==> config.mk <==
export PLATFORM = sky130hd
export DESIGN_NAME = mem_arbiter
export DESIGN_NICKNAME = d
export VERILOG_FILES = /design/src/rtl/mem_arb_pkg.sv /design/src/rtl/rr_arb2.sv /design/src/rtl/mem_arbiter.sv
export SDC_FILE = /design/constraint.sdc
export NUM_CORES = 1
export LEC_CHECK = 0
export CORE_MARGIN = 3
export CORE_UTILIZATION = 44
export CTS_CLUSTER_SIZE = 40
export DETAILED_ROUTE_END_ITERATION = 6
export GPL_TIMING_DRIVEN = 0
export HOLD_SLACK_MARGIN = 0.06
export PLACE_DENSITY = 0.89
export SKIP_LAST_GASP = 1
export SLEW_MARGIN = 20
export SYNTH_ARGS = -nofsm -noshare
export SYNTH_HDL_FRONTEND = slang
export SYNTH_SLANG_ARGS = --single-unit
==> constraint.sdc <==
create_clock -name sys_clk -period 2.6 [get_ports sys_clk]
set_clock_uncertainty 0.1 [all_clocks]
set_input_delay 0.52 -clock sys_clk [delete_from_list [all_inputs] [get_ports sys_clk]]
set_output_delay 0.52 -clock sys_clk [all_outputs]
set_load 0.005 [all_outputs]
==> src/rtl/mem_arb_pkg.sv <==
// Shared types for the two-port memory arbiter: owner ids, FSM states,
// default widths.
package mem_arb_pkg;

    localparam int DATA_W_DEF = 32;
    localparam int ADDR_W_DEF = 32;

    typedef enum logic {
        OWN_A = 1'b0,
        OWN_B = 1'b1
    } owner_t;

    typedef enum logic {
        IDLE   = 1'b0,
        ACTIVE = 1'b1
    } state_t;

endpackage

==> src/rtl/rr_arb2.sv <==
// Two-way round-robin grant with a pointer register that favours
// the side not granted last.
module rr_arb2
    import mem_arb_pkg::*;
(
    input  logic clk,
    input  logic rst_n,
    input  logic req_a,
    input  logic req_b,
    output logic gnt_a,
    output logic gnt_b
);

    owner_t ptr;

    assign gnt_a = req_a & (~req_b | (ptr == OWN_A));
    assign gnt_b = req_b & (~req_a | (ptr == OWN_B));

    always_ff @(posedge clk or negedge rst_n) begin
        if (!rst_n) begin
            ptr <= OWN_A;
        end else if (gnt_a) begin
            ptr <= OWN_B;
        end else if (gnt_b) begin
            ptr <= OWN_A;
        end
    end

endmodule

==> src/rtl/mem_arbiter.sv <==
// Round-robin arbiter in front of a single-port word memory, 2-cycle response.
// Optional MEM_ARB_ALIGN_CHECK_EN: misaligned requests answer with rsp_err.
module mem_arbiter
    import mem_arb_pkg::*;
#(
    parameter int DATA_WIDTH = DATA_W_DEF,
    parameter int ADDR_WIDTH = ADDR_W_DEF
) (
    input  logic                  sys_clk,
    input  logic                  sys_rst_n,
    input  logic                  a_req_valid,
    output logic                  a_req_ready,
    input  logic                  a_req_we,
    input  logic [ADDR_WIDTH-1:0] a_req_addr,
    input  logic [DATA_WIDTH-1:0] a_req_wdata,
    output logic                  a_rsp_valid,
    output logic [DATA_WIDTH-1:0] a_rsp_rdata,
`ifdef MEM_ARB_ALIGN_CHECK_EN
    output logic                  a_rsp_err,
    output logic                  b_rsp_err,
`endif
    input  logic                  b_req_valid,
    output logic                  b_req_ready,
    input  logic                  b_req_we,
    input  logic [ADDR_WIDTH-1:0] b_req_addr,
    input  logic [DATA_WIDTH-1:0] b_req_wdata,
    output logic                  b_rsp_valid,
    output logic [DATA_WIDTH-1:0] b_rsp_rdata,
    output logic [ADDR_WIDTH-1:0] mem_addr,
    output logic [DATA_WIDTH-1:0] mem_wdata,
    output logic                  mem_we,
    input  logic [DATA_WIDTH-1:0] mem_rdata
);

    logic                  gnt_a;
    logic                  gnt_b;
    logic                  accept;
    owner_t                sel_own;
    logic                  sel_we;
    logic [ADDR_WIDTH-1:0] sel_addr;
    logic [DATA_WIDTH-1:0] sel_wdata;
    logic                  sel_bad;
    state_t                state_q;
    state_t                state_d;
    owner_t                s2_own;
    logic                  s2_we;
    logic                  s2_err;
    logic [DATA_WIDTH-1:0] rsp_data;

    // Reset also blocks acceptance so no ready is seen while held in reset.
    rr_arb2 u_rr (
        .clk   (sys_clk),
        .rst_n (sys_rst_n),
        .req_a (a_req_valid & sys_rst_n),
        .req_b (b_req_valid & sys_rst_n),
        .gnt_a (gnt_a),
        .gnt_b (gnt_b)
    );

    assign a_req_ready = gnt_a;
    assign b_req_ready = gnt_b;
    assign accept      = gnt_a | gnt_b;
    assign sel_own     = gnt_b ? OWN_B : OWN_A;
    assign sel_we      = gnt_b ? b_req_we : a_req_we;
    assign sel_addr    = gnt_b ? b_req_addr : a_req_addr;
    assign sel_wdata   = gnt_b ? b_req_wdata : a_req_wdata;

`ifdef MEM_ARB_ALIGN_CHECK_EN
    assign sel_bad = |sel_addr[1:0];
`else
    assign sel_bad = 1'b0;
`endif

    always_comb begin
        state_d = state_q;
        unique case (state_q)
            IDLE:   if (accept)  state_d = ACTIVE;
            ACTIVE: if (!accept) state_d = IDLE;
        endcase
    end

    always_ff @(posedge sys_clk or negedge sys_rst_n) begin
        if (!sys_rst_n) begin
            state_q <= IDLE;
        end else begin
            state_q <= state_d;
        end
    end

    // S1 -> S2: misaligned commands keep the MEM pins untouched.
    always_ff @(posedge sys_clk or negedge sys_rst_n) begin
        if (!sys_rst_n) begin
            mem_addr  <= '0;
            mem_wdata <= '0;
            mem_we    <= 1'b0;
            s2_own    <= OWN_A;
            s2_we     <= 1'b0;
            s2_err    <= 1'b0;
        end else begin
            mem_we <= accept & sel_we & ~sel_bad;
            if (accept) begin
                s2_own <= sel_own;
                s2_we  <= sel_we;
                s2_err <= sel_bad;
            end
            if (accept && !sel_bad) begin
                mem_addr  <= sel_addr;
                mem_wdata <= sel_wdata;
            end
        end
    end

    assign rsp_data = (s2_we || s2_err) ? '0 : mem_rdata;

    always_ff @(posedge sys_clk or negedge sys_rst_n) begin
        if (!sys_rst_n) begin
            a_rsp_valid <= 1'b0;
            b_rsp_valid <= 1'b0;
            a_rsp_rdata <= '0;
            b_rsp_rdata <= '0;
        end else begin
            a_rsp_valid <= (state_q == ACTIVE) && (s2_own == OWN_A);
            b_rsp_valid <= (state_q == ACTIVE) && (s2_own == OWN_B);
            if (state_q == ACTIVE && s2_own == OWN_A) a_rsp_rdata <= rsp_data;
            if (state_q == ACTIVE && s2_own == OWN_B) b_rsp_rdata <= rsp_data;
        end
    end

`ifdef MEM_ARB_ALIGN_CHECK_EN
    always_ff @(posedge sys_clk or negedge sys_rst_n) begin
        if (!sys_rst_n) begin
            a_rsp_err <= 1'b0;
            b_rsp_err <= 1'b0;
        end else begin
            if (state_q == ACTIVE && s2_own == OWN_A) a_rsp_err <= s2_err;
            if (state_q == ACTIVE && s2_own == OWN_B) b_rsp_err <= s2_err;
        end
    end
`endif

endmodule

==> metrics <==
outcome completed; Slew @ Worst Pin around 0.87 ns; R2R setup slack 0.73 ns; Critical R2R Launch u_rr.ptr$_DFFE_PN0P_; Synth top area share 0.557; EDFF count, synth 0; Ant. Diodes 0; Tot GR Track Use 0.283; multi-input logic area about 2400 µm²; CP top delay family buffers and inverters; routed wire length around 22 mm; Sinks on Clock Net about 140; Final Hold Fails 0; # rows 42; FMAX 399 MHz; crit share post-route 0.963; type of origin of the critical path input pin; Pleak 4.06 nW; port bufs about 300; Pint between 4 and 5 mW; Worst-path clk slew 0.05 ns; cell chain of the critical path clkdlybuf4s50_1, nand2_2, buf_6, nor2_1, dlygate4sd2_1; Total Power 6.80 mW; count leader, synth dfrtp_1; switch share 0.266; Layout Nets approximately 1100; routed len/inst 18.9 µm; Max Slew Vio Count 0; Mean Syn Cell Area approximately 9.7 µm²; Initial DRC Count 300; Root Driver clkbuf_16; Clk pwr share 0.329; initial core utilization 0.454; min Tclk post-route 2.50 ns; Final Util 0.753; CTS Buffer Depth 2; PD cells 677 nW/µm²; RSZ-0062 raised after global routing no; Mapped Nets 794; largest net degree at the start of global routing 41; Core ar. 13300 µm²; Via-to-Cell Ratio 5.36; Synth area leaders dfrtp_1 (56%), or3b_1 (9.4%), o21ai_1 (8.3%); non-filler instance count after layout between 1000 and 1500; Cell Count Post-Placement 1103; max_cap viols 0; CP Depth 5; CTS buffer count 17; Synth async-reset ratio 1.00; CTS tree built; ys flop type dfrtp_1; Final Wtd Congestion ~0.87; net switching power between 1.5 and 2 mW; Pre-Repair DR Iteration Count 6; CP Capture Type output port; GR Overflow Total 0; WS Path Type in -> out; ANT nets after route 0; reg-to-reg endpoint mem_addr[14]$_DFFE_PN0P_; Layout Area Growth over Synthesis 65.8%; fill cell count 952; setup violators final 0; sequential-to-total area share from yosys stat 0.557; Worst VDD drop 0.405 mV; Mapped Cells ~630; area leader, netlist dfrtp_1; total number of vias 6114; Die W 123 µm; initial antenna violation count 1; Die ar. 15200 µm²; num ports 299; layout cells sized above 1 0.0571; first-pass GRT wire length ~32 mm; slowest CP cell clkdlybuf4s50_1; Post-Synthesis Cell Area 6060 µm²; Detail Placement HPWL 15.8 mm; DRC 0; Logic pwr share 0.275; Reg area 3380 µm²; CP max stage delay 0.52 ns; r2r worst-path depth 5; Syn. warnings 0; Synth cell types 18; commonest cells in the netlist dfrtp_1 (135), o21ai_1 (100), nand2_1 (66), nor2_1 (66); Slew HR 0.420; worst-path fanout max 19; flops & latches, synth 135; Worst EP arrival 1.88 ns; Seq pwr share 0.396; number of global-route vias before repair between 6000 and 7000; Die Ht 123 µm; Buf/Inv on CP 3; Min-Delay Path Class in -> async; Clock Latency Late Sink 0.42 ns; Critical Path RT just under 2 ns; H-tree depth 4
-- area by class of cell --
class / instances / area share
Buffer: 57 / 0.0291
Clock buffer: 25 / 0.0493
Inverter: 3 / 0.00112
Clock inverter: 4 / 0.00448
Tap cell: 176 / 0.0219
Timing Repair Buffer: 309 / 0.322
Multi-Input combinational cell: 431 / 0.236
Sequential cell: 135 / 0.336
-- how the worst max path moves through the flow --
stage / start / endpoint / slack (ns)
floorplan: sys_rst_n / b_req_ready / 0.91
CTS: b_req_valid / b_req_ready / 0.11
global placement: sys_rst_n / b_req_ready / -5.74
finish: b_req_valid / b_req_ready / 0.1
detailed placement: sys_rst_n / b_req_ready / -0.80
global route: b_req_valid / b_req_ready / 0.04
-- placed cells by master (no fill, tap or decap), drive strengths merged --
| master | count |
|---|---|
| clkinv | 3 |
| inv | 3 |
| bufinv | 1 |
| buf | 27 |
| dlygate4sd2 | 1 |
| or3b | 65 |
| o21ai | 130 |
| clkdlybuf4s50 | 296 |
| dfrtp | 135 |
| nand2b | 33 |
| nor2b | 1 |
| clkbuf | 61 |
| dlygate4sd3 | 3 |
| nor2 | 66 |
| bufbuf | 3 |
| a21oi | 2 |
| a31oi | 65 |
| a21o | 2 |
| nand2 | 67 |
-- logic make-up (layout without fill, tap and decap cells) --
logic type,Yosys count,in the layout,share of synthesized area
simple gates,232,232,0.213
compound gates,199,199,0.178
flops,135,135,0.557
buf+inv,62,398,0.0514
-- stage by stage --
stage	setup TNS, ns	hold WS, ns	cell area [µm²]	setup slack (ns)
after CTS	0	0.0844	10100	0.114
after detailed placement	-12.97	0.374	9300	-0.802
after floorplan	0	0.124	6060	0.906
after global routing	0	0.0936	10100	0.0400
after global placement	-979.12	0.365	9270	-5.74
final	0	0.0918	10100	0.0966
-- timing repair --
action / 4_1_cts / 5_1_grt
hold buffers: 7 / 0
setup buffers: 0 / 0
endpoints found under the setup margin: 2 / 0
resized for setup: 3 / 0
endpoints found under the hold margin: 63 / 0
-- power groups by stage --
| stage | Sequential [mW] | Clock (mW) | Combinational [mW] |
|---|---|---|---|
| 5_1_grt | 2.73 | 2.34 | 2.04 |
| 6_report | 2.69 | 2.24 | 1.87 |
| 4_1_cts | 2.69 | 2.26 | 1.88 |
| 3_5_place_dp | 2.72 | 0 | 1.83 |
| 3_3_place_gp | 2.70 | 0 | 1.79 |
| 2_1_floorplan | 2.72 | 0 | 0.564 |
-- registers in the layout, summed over array words and instances (netlist names), 32 cells and up --
signal       count
a_rsp_rdata     32
b_rsp_rdata     32
mem_addr        32
mem_wdata       32
-- routing by layer --
| metal | wire length [µm] | GRT usage |
|---|---|---|
| met5 | 13 | 0 |
| met4 | 483 | 0.0886 |
| met3 | 1860 | 0.0997 |
| met2 | 11300 | 0.512 |
| met1 | 7890 | 0.311 |
Note: power is estimated with default switching activity, not from simulation.
